<file path="src/rtl/wb_line_master_if.sv">
// rtl/wb_line_master_if.sv - line request/response and Wishbone B3 master signal bundle
interface wb_line_master_if;
    logic         req_valid;
    logic         req_ready;
    logic         req_we;
    logic [63:0]  req_addr;
    logic [255:0] req_wdata;
    logic [31:0]  req_be;

    logic         rsp_valid;
    logic         rsp_err;
    logic [255:0] rsp_rdata;

    logic [63:0]  wb_adr_o;
    logic [63:0]  wb_dat_o;
    logic [63:0]  wb_dat_i;
    logic [7:0]   wb_sel_o;
    logic         wb_we_o;
    logic         wb_cyc_o;
    logic         wb_stb_o;
    logic         wb_cab_o;
    logic         wb_ack_i;
    logic         wb_err_i;
    logic         wb_rty_i;

    modport master (
        input  req_valid, req_we, req_addr, req_wdata, req_be,
        output req_ready,
        output rsp_valid, rsp_err, rsp_rdata,
        output wb_adr_o, wb_dat_o, wb_sel_o, wb_we_o, wb_cyc_o, wb_stb_o, wb_cab_o,
        input  wb_dat_i, wb_ack_i, wb_err_i, wb_rty_i
    );

    modport slave (
        output req_valid, req_we, req_addr, req_wdata, req_be,
        input  req_ready,
        input  rsp_valid, rsp_err, rsp_rdata,
        input  wb_adr_o, wb_dat_o, wb_sel_o, wb_we_o, wb_cyc_o, wb_stb_o, wb_cab_o,
        output wb_dat_i, wb_ack_i, wb_err_i, wb_rty_i
    );
endinterface

</file>
<file path="src/rtl/wb_line_master.sv">
// rtl/wb_line_master.sv - Wishbone B3 master moving one 256-bit line as four 64-bit beats
module wb_line_master #(
    parameter int TIMEOUT   = 1024,
    parameter int MAX_RETRY = 7,
    parameter int RETRY_GAP = 4
) (
    input  logic               wb_clk_i,
    input  logic               wb_rst_i,
    wb_line_master_if.master   bus
);
    typedef enum logic [1:0] {IDLE, BEAT, GAP, RESP} state_t;

    localparam logic [15:0] TO_LAST   = (TIMEOUT == 0) ? 16'd0 : 16'(TIMEOUT - 1);
    localparam logic [15:0] GAP_LAST  = (RETRY_GAP <= 1) ? 16'd0 : 16'(RETRY_GAP - 1);
    localparam logic [7:0]  RETRY_LIM = 8'(MAX_RETRY);

    state_t       state;
    logic         we_q;
    logic [58:0]  line_q;
    logic [255:0] wdata_q;
    logic [31:0]  be_q;
    logic [1:0]   beat;
    logic [7:0]   retry_cnt;
    logic [15:0]  to_cnt;
    logic [15:0]  gap_cnt;

    logic         hit;
    logic         fail_now;
    logic         ok_now;
    logic [1:0]   next_beat;

    function automatic logic [63:0] beat_dat(input logic [255:0] line, input logic [1:0] b);
        return line[{b, 6'd0} +: 64];
    endfunction

    function automatic logic [7:0] beat_sel(input logic we, input logic [31:0] be, input logic [1:0] b);
        return we ? be[{b, 3'd0} +: 8] : 8'hFF;
    endfunction

    // err beats ack beats rty; a timeout only counts on a cycle with no termination at all
    always_comb begin
        hit       = (state == BEAT) && bus.wb_stb_o;
        next_beat = beat + 2'd1;
        fail_now  = hit && (bus.wb_err_i
                    || (!bus.wb_ack_i && bus.wb_rty_i && retry_cnt == RETRY_LIM)
                    || (!bus.wb_ack_i && !bus.wb_rty_i && TIMEOUT != 0 && to_cnt == TO_LAST));
        ok_now    = hit && !bus.wb_err_i && bus.wb_ack_i && beat == 2'd3;
    end

    always_ff @(posedge wb_clk_i or posedge wb_rst_i) begin
        if (wb_rst_i) begin
            state         <= IDLE;
            we_q          <= 1'b0;
            line_q        <= '0;
            wdata_q       <= '0;
            be_q          <= '0;
            beat          <= 2'd0;
            retry_cnt     <= 8'd0;
            to_cnt        <= 16'd0;
            gap_cnt       <= 16'd0;
            bus.req_ready <= 1'b0;
            bus.rsp_valid <= 1'b0;
            bus.rsp_err   <= 1'b0;
            bus.rsp_rdata <= '0;
            bus.wb_adr_o  <= '0;
            bus.wb_dat_o  <= '0;
            bus.wb_sel_o  <= '0;
            bus.wb_we_o   <= 1'b0;
            bus.wb_cyc_o  <= 1'b0;
            bus.wb_stb_o  <= 1'b0;
            bus.wb_cab_o  <= 1'b0;
        end else begin
            bus.rsp_valid <= 1'b0;
            case (state)
                IDLE: begin
                    if (bus.req_ready && bus.req_valid) begin
                        we_q          <= bus.req_we;
                        line_q        <= bus.req_addr[63:5];
                        wdata_q       <= bus.req_wdata;
                        be_q          <= bus.req_be;
                        beat          <= 2'd0;
                        retry_cnt     <= 8'd0;
                        to_cnt        <= 16'd0;
                        bus.rsp_rdata <= '0;
                        bus.rsp_err   <= 1'b0;
                        bus.req_ready <= 1'b0;
                        bus.wb_adr_o  <= {bus.req_addr[63:5], 2'd0, 3'b000};
                        bus.wb_dat_o  <= beat_dat(bus.req_wdata, 2'd0);
                        bus.wb_sel_o  <= beat_sel(bus.req_we, bus.req_be, 2'd0);
                        bus.wb_we_o   <= bus.req_we;
                        bus.wb_cyc_o  <= 1'b1;
                        bus.wb_stb_o  <= 1'b1;
                        bus.wb_cab_o  <= 1'b1;
                        state         <= BEAT;
                    end else begin
                        bus.req_ready <= 1'b1;
                    end
                end
                BEAT: begin
                    if (hit && !bus.wb_err_i && bus.wb_ack_i && !we_q)
                        bus.rsp_rdata[{beat, 6'd0} +: 64] <= bus.wb_dat_i;
                    if (fail_now || ok_now) begin
                        bus.wb_cyc_o  <= 1'b0;
                        bus.wb_stb_o  <= 1'b0;
                        bus.wb_cab_o  <= 1'b0;
                        bus.rsp_valid <= 1'b1;
                        bus.rsp_err   <= fail_now;
                        state         <= RESP;
                    end else if (bus.wb_ack_i) begin
                        // next beat goes out on the following cycle with no idle gap
                        beat          <= next_beat;
                        to_cnt        <= 16'd0;
                        bus.wb_adr_o  <= {line_q, next_beat, 3'b000};
                        bus.wb_dat_o  <= beat_dat(wdata_q, next_beat);
                        bus.wb_sel_o  <= beat_sel(we_q, be_q, next_beat);
                        bus.wb_cab_o  <= (next_beat != 2'd3);
                    end else if (bus.wb_rty_i) begin
                        retry_cnt     <= retry_cnt + 8'd1;
                        gap_cnt       <= 16'd0;
                        bus.wb_cyc_o  <= 1'b0;
                        bus.wb_stb_o  <= 1'b0;
                        bus.wb_cab_o  <= 1'b0;
                        state         <= GAP;
                    end else begin
                        to_cnt        <= to_cnt + 16'd1;
                    end
                end
                GAP: begin
                    // address/data/sel still hold the retried beat
                    if (gap_cnt == GAP_LAST) begin
                        to_cnt        <= 16'd0;
                        bus.wb_cyc_o  <= 1'b1;
                        bus.wb_stb_o  <= 1'b1;
                        bus.wb_cab_o  <= (beat != 2'd3);
                        state         <= BEAT;
                    end else begin
                        gap_cnt       <= gap_cnt + 16'd1;
                    end
                end
                RESP: begin
                    bus.req_ready <= 1'b1;
                    state         <= IDLE;
                end
                default: state <= IDLE;
            endcase
        end
    end
endmodule
</file>
<file path="src/flat_wrapper.sv">
// flat-port wrapper written by rule: the top's interface ports become plain ports
module wb_line_master_flat 
#(
    parameter int TIMEOUT   = 1024,
    parameter int MAX_RETRY = 7,
    parameter int RETRY_GAP = 4
)
  (wb_clk_i, wb_rst_i, bus_req_valid, bus_req_we, bus_req_addr, bus_req_wdata, bus_req_be, bus_req_ready, bus_rsp_valid, bus_rsp_err, bus_rsp_rdata, bus_wb_adr_o, bus_wb_dat_o, bus_wb_sel_o, bus_wb_we_o, bus_wb_cyc_o, bus_wb_stb_o, bus_wb_cab_o, bus_wb_dat_i, bus_wb_ack_i, bus_wb_err_i, bus_wb_rty_i);
  wb_line_master_if bus_i ();
  input  logic wb_clk_i;
  input  logic wb_rst_i;
  input wire logic [$bits(bus_i.req_valid)-1:0] bus_req_valid;
  input wire logic [$bits(bus_i.req_we)-1:0] bus_req_we;
  input wire logic [$bits(bus_i.req_addr)-1:0] bus_req_addr;
  input wire logic [$bits(bus_i.req_wdata)-1:0] bus_req_wdata;
  input wire logic [$bits(bus_i.req_be)-1:0] bus_req_be;
  output wire logic [$bits(bus_i.req_ready)-1:0] bus_req_ready;
  output wire logic [$bits(bus_i.rsp_valid)-1:0] bus_rsp_valid;
  output wire logic [$bits(bus_i.rsp_err)-1:0] bus_rsp_err;
  output wire logic [$bits(bus_i.rsp_rdata)-1:0] bus_rsp_rdata;
  output wire logic [$bits(bus_i.wb_adr_o)-1:0] bus_wb_adr_o;
  output wire logic [$bits(bus_i.wb_dat_o)-1:0] bus_wb_dat_o;
  output wire logic [$bits(bus_i.wb_sel_o)-1:0] bus_wb_sel_o;
  output wire logic [$bits(bus_i.wb_we_o)-1:0] bus_wb_we_o;
  output wire logic [$bits(bus_i.wb_cyc_o)-1:0] bus_wb_cyc_o;
  output wire logic [$bits(bus_i.wb_stb_o)-1:0] bus_wb_stb_o;
  output wire logic [$bits(bus_i.wb_cab_o)-1:0] bus_wb_cab_o;
  input wire logic [$bits(bus_i.wb_dat_i)-1:0] bus_wb_dat_i;
  input wire logic [$bits(bus_i.wb_ack_i)-1:0] bus_wb_ack_i;
  input wire logic [$bits(bus_i.wb_err_i)-1:0] bus_wb_err_i;
  input wire logic [$bits(bus_i.wb_rty_i)-1:0] bus_wb_rty_i;
  assign bus_i.req_valid = bus_req_valid;
  assign bus_i.req_we = bus_req_we;
  assign bus_i.req_addr = bus_req_addr;
  assign bus_i.req_wdata = bus_req_wdata;
  assign bus_i.req_be = bus_req_be;
  assign bus_req_ready = bus_i.req_ready;
  assign bus_rsp_valid = bus_i.rsp_valid;
  assign bus_rsp_err = bus_i.rsp_err;
  assign bus_rsp_rdata = bus_i.rsp_rdata;
  assign bus_wb_adr_o = bus_i.wb_adr_o;
  assign bus_wb_dat_o = bus_i.wb_dat_o;
  assign bus_wb_sel_o = bus_i.wb_sel_o;
  assign bus_wb_we_o = bus_i.wb_we_o;
  assign bus_wb_cyc_o = bus_i.wb_cyc_o;
  assign bus_wb_stb_o = bus_i.wb_stb_o;
  assign bus_wb_cab_o = bus_i.wb_cab_o;
  assign bus_i.wb_dat_i = bus_wb_dat_i;
  assign bus_i.wb_ack_i = bus_wb_ack_i;
  assign bus_i.wb_err_i = bus_wb_err_i;
  assign bus_i.wb_rty_i = bus_wb_rty_i;
  wb_line_master #(.TIMEOUT(TIMEOUT), .MAX_RETRY(MAX_RETRY), .RETRY_GAP(RETRY_GAP)) u_core (.wb_clk_i(wb_clk_i), .wb_rst_i(wb_rst_i), .bus(bus_i));
endmodule
</file>
<file path="config.mk">
export PLATFORM = sky130hd
export DESIGN_NAME = wb_line_master_flat
export DESIGN_NICKNAME = d
export VERILOG_FILES = /design/src/rtl/wb_line_master_if.sv /design/src/rtl/wb_line_master.sv /design/src/flat_wrapper.sv
export SDC_FILE = /design/constraint.sdc
export NUM_CORES = 2
export LEC_CHECK = 0
export ABC_AREA = 1
export ABC_CLOCK_PERIOD_IN_PS = 30600
export CORE_AREA = 2 2 320 322
export CTS_CLUSTER_SIZE = 30
export DETAILED_ROUTE_END_ITERATION = 10
export DIE_AREA = 0 0 322 324
export SYNTH_ARGS = -nofsm -noshare
export SYNTH_HDL_FRONTEND = slang
export SYNTH_SLANG_ARGS = --single-unit
</file>
<file path="constraint.sdc">
create_clock -name wb_clk_i -period 30.6 [get_ports wb_clk_i]
set_clock_uncertainty 0.2 [all_clocks]
set_input_delay 4.59 -clock wb_clk_i [delete_from_list [all_inputs] [get_ports wb_clk_i]]
set_output_delay 4.59 -clock wb_clk_i [all_outputs]
set_load 0.01 [all_outputs]
</file>
==> summary.txt <==
Setup path
  • Crit path kind: in2reg
  • CP max FO: ~110
  • Crit path DAT: ~8 ns
  • CP Launch Type: input pin
  • CP max stage cell: nor2_8
  • Critical Path, Cell by Cell: clkdlybuf4s50_1 -> nand2_1 -> nor2_4 -> inv_8 -> o21ai_1 -> inv_2 -> nor2_8 -> nand2_8 -> buf_4 -> nand2_1 -> nand2_1
  • Worst path max stage delay: between 0.6 and 0.7 ns
  • Crit path top cell by count: nand2_1
  • WP data required: 30.95 ns
  • Crit end category: register

Placement
  • Placed wire-length estimate: 85.50 mm
  • Gpl congestion: just under 0.9
  • Placed cell area: between 40,000 and 50,000 sq um
  • I/O Buffers: 813

Die
  • DIE HEIGHT: between 300 and 400 um
  • Rows: 117
  • Die Span X: 322 um
  • Ports: approximately 820
  • Initial Util: a little over a third
  • Core area: approximately 100,000 sq um
  • Die area: between 100,000 and 150,000 sq um

Clock network
  • Total CTS buffers: 92
  • H-Tree Depth: 3
  • CTS tree: done
  • Clk buf depth: 3
  • Hold-fix buffer count after cts: 0
  • Post-CTS Resized: 0
  • CTS root buf: clkbuf_16
  • Post-CTS Setup Inserts: 0
  • TritonCTS Sinks: just under 800
  • Clk pin slew, worst setup/hold paths: ~0.050 ns
  • Clk_lat worst skew: 0.68 ns

Synthesis
  • Synth unique cells: 39
  • Post-synthesis async set-or-reset flop share: 100.0%
  • Top-count cell post-synth: nand2_1
  • Post-synth top cells: nand2_1, dfrtp_1, o21ai_0, inv_1, nor2_1
  • Post-synth top area share: 54.87%
  • Primary FF master, synth: dfrtp_1
  • Synth Cell Area: around 36,000 sq um
  • Synth Warn #: 0
  • Seq/Total Area, Yosys: a little over half
  • Instance count of the mapped netlist: 4,526
  • Main area contributors after synthesis: dfrtp_1, nand2_1, o21ai_0
  • Area leader, netlist: dfrtp_1
  • Post-synthesis average cell area: around 8 sq um
  • #FFs+latches synth: just under 800
  • Number of enable flip-flop cells after synthesis: 0

Timing
  • Final Max Tran Viols: 0
  • Final Hold Viols: 0
  • Slew @ Worst Pin: around 1.1 ns
  • Endpoints failing setup: 0
  • Tmin final: 7.766 ns
  • Final worst-path cycle share: 25.38%
  • RSZ-0062 raised after global routing: no
  • Max-slew headroom: 24.50%
  • Max Fclk: between 100 and 150 MHz
  • Sum Neg Setup Slack: 0 ns

Layout
  • Util after Layout: approximately 47%
  • Final net count: between 5,000 and 6,000
  • Layout cell share with drive strength beyond 1: 4.508%
  • Final Instance Area: ~48,000 sq um
  • Fill cells: around 10,000
  • Layout area overhead: 34.11%
  • Multi-input gate area: ~13,000 sq um
  • Reg area: between 15,000 and 20,000 sq um

Hold path
  • Worst min-delay path class: reg2reg

Pwr
  • Worst IR Drop VDD: 0.05429 mV
  • Cell Pwr Density: 94.37 nW/um^2
  • Lkg Pwr: 22.43 nW

Detailed routing
  • # DRC: 0
  • Avg WL per Cell: 19.46 um
  • Post-route ant nets: 0
  • WL final: 128.1 mm
  • Detailed-route via count: between 30,000 and 40,000
  • DRT Pass-1 Iters: 6
  • Vias per cell: 4.908
  • DRT iter0 DRCs: roughly 2,700

Global route
  • Gr ovfl total: 0
  • Global Route Usage Sum: between 20% and 30%
  • Largest net degree at the start of global routing: 217
  • Vias in the first global route: ~30,000
  • Initial antenna violation count: just over 50
  • First-pass GRT wire length: between 150 and 200 mm

Status
  • Status: finished, final reports clean

Run
  • Max cap viols: 0
==> logic make-up after synthesis <==
kind of cell    count (synthesis)  share of synthesized area, %
fa+ha+maj                      13                        0.4549
xor+xnor                       15                        0.3674
buf+inv                       735                         8.310
simple gates                 2332                         26.60
other cells                     1                       0.01049
flops                         784                         54.87
compound gates                646                         9.392
==> metrics by stage <==
stage | total power, mW | hold slack (ns) | worst slack [ns] | cells
final | 4.525 | 0.2615 | 22.83 | 6581
after global routing | 4.850 | 0.2802 | 22.55 | 6573
after CTS | 4.576 | 0.2672 | 22.76 | 6566
after detailed placement | 3.399 | 0.2531 | 22.05 | 6394
after global placement | 3.369 | 0.2484 | 22.06 | 6394
after floorplan | 2.663 | 0.2366 | 3.798 | 4528
==> where the power goes <==
part           switching (mW)  internal, mW  leakage (nW)  total (mW)
registers               0.191          1.39          10.2        1.58
clock network           0.467         0.696          1.59        1.16
logic                    1.15         0.640          10.6        1.79
==> final cells by class <==
cell class / instances / share of cell area (%)
flip-flops and latches: 784 / 40.92
multi-input cells: 3009 / 27.71
repair buffers: 853 / 17.70
clock buffers: 128 / 5.654
inverters: 439 / 3.483
well taps: 1309 / 3.415
clock inverters: 44 / 1.036
diodes: 15 / 0.07828
==> metal layers <==
metal / wire [um] / share of wire [%] / vias to the layer above / GRT usage, %
li1: - / - / 15621 / -
met1: 53160 / 42 / 15206 / 30.34
met2: 58440 / 46 / 1147 / 37.72
met3: 11570 / 9.0 / 258 / 7.867
met4: 4437 / 3.5 / 70 / 9.304
met5: 458 / 0.36 / - / 0
==> layout by cell type (no fill, tap or decap), types with 24 or more instances in the layout <==
master / Yosys / routed
a31oi_1: 64 / 64
buf_4: 6 / 36
clkbuf_16: 0 / 95
clkdlybuf4s50_1: 0 / 813
clkinv_2: 0 / 24
dfrtp_1: 784 / 783
inv_1: 429 / 428
nand2_1: 1421 / 1421
nand3_1: 414 / 414
nand4_1: 25 / 25
nor2_1: 422 / 421
o21ai_0: 491 / 491
o21ai_1: 71 / 71
==> sequential cells by signal, indices dropped and copies added, names as in the netlist, 2 cells and up <==
signal	count
u_core.be_q	32
u_core.bus.rsp_rdata	256
u_core.bus.wb_adr_o	60
u_core.bus.wb_dat_o	64
u_core.bus.wb_sel_o	8
u_core.gap_cnt	16
u_core.line_q	59
u_core.retry_cnt	8
u_core.state	2
u_core.to_cnt	16
u_core.wdata_q	256
==> critical path: cells and delay by family <==
kind / cells / cell delay [ns]
buf+inv: 4 / 1.34
simple gates: 6 / 1.81
compound gates: 1 / 0.23
==> worst paths after layout <==
| path | from | endpoint | slack, ns | cells after the start |
|---|---|---|---|---|
| worst max-delay path | bus_req_valid | u_core.bus.wb_dat_o[10] | 22.83 | 11 |
| worst min-delay path | u_core.wdata_q[166] | u_core.wdata_q[166] | 0.26 | 2 |
| worst max register to register | u_core.state[1] | u_core.bus.wb_dat_o[10] | 25.56 | 11 |
| worst min register to register | u_core.wdata_q[166] | u_core.wdata_q[166] | 0.26 | 2 |
| max in group asynchronous | wb_rst_i | u_core.bus.rsp_rdata[36] | 22.98 | 5 |
| min in group asynchronous | wb_rst_i | u_core.wdata_q[173] | 4.24 | 2 |
No activity file was read; power rests on OpenSTA's default activity.
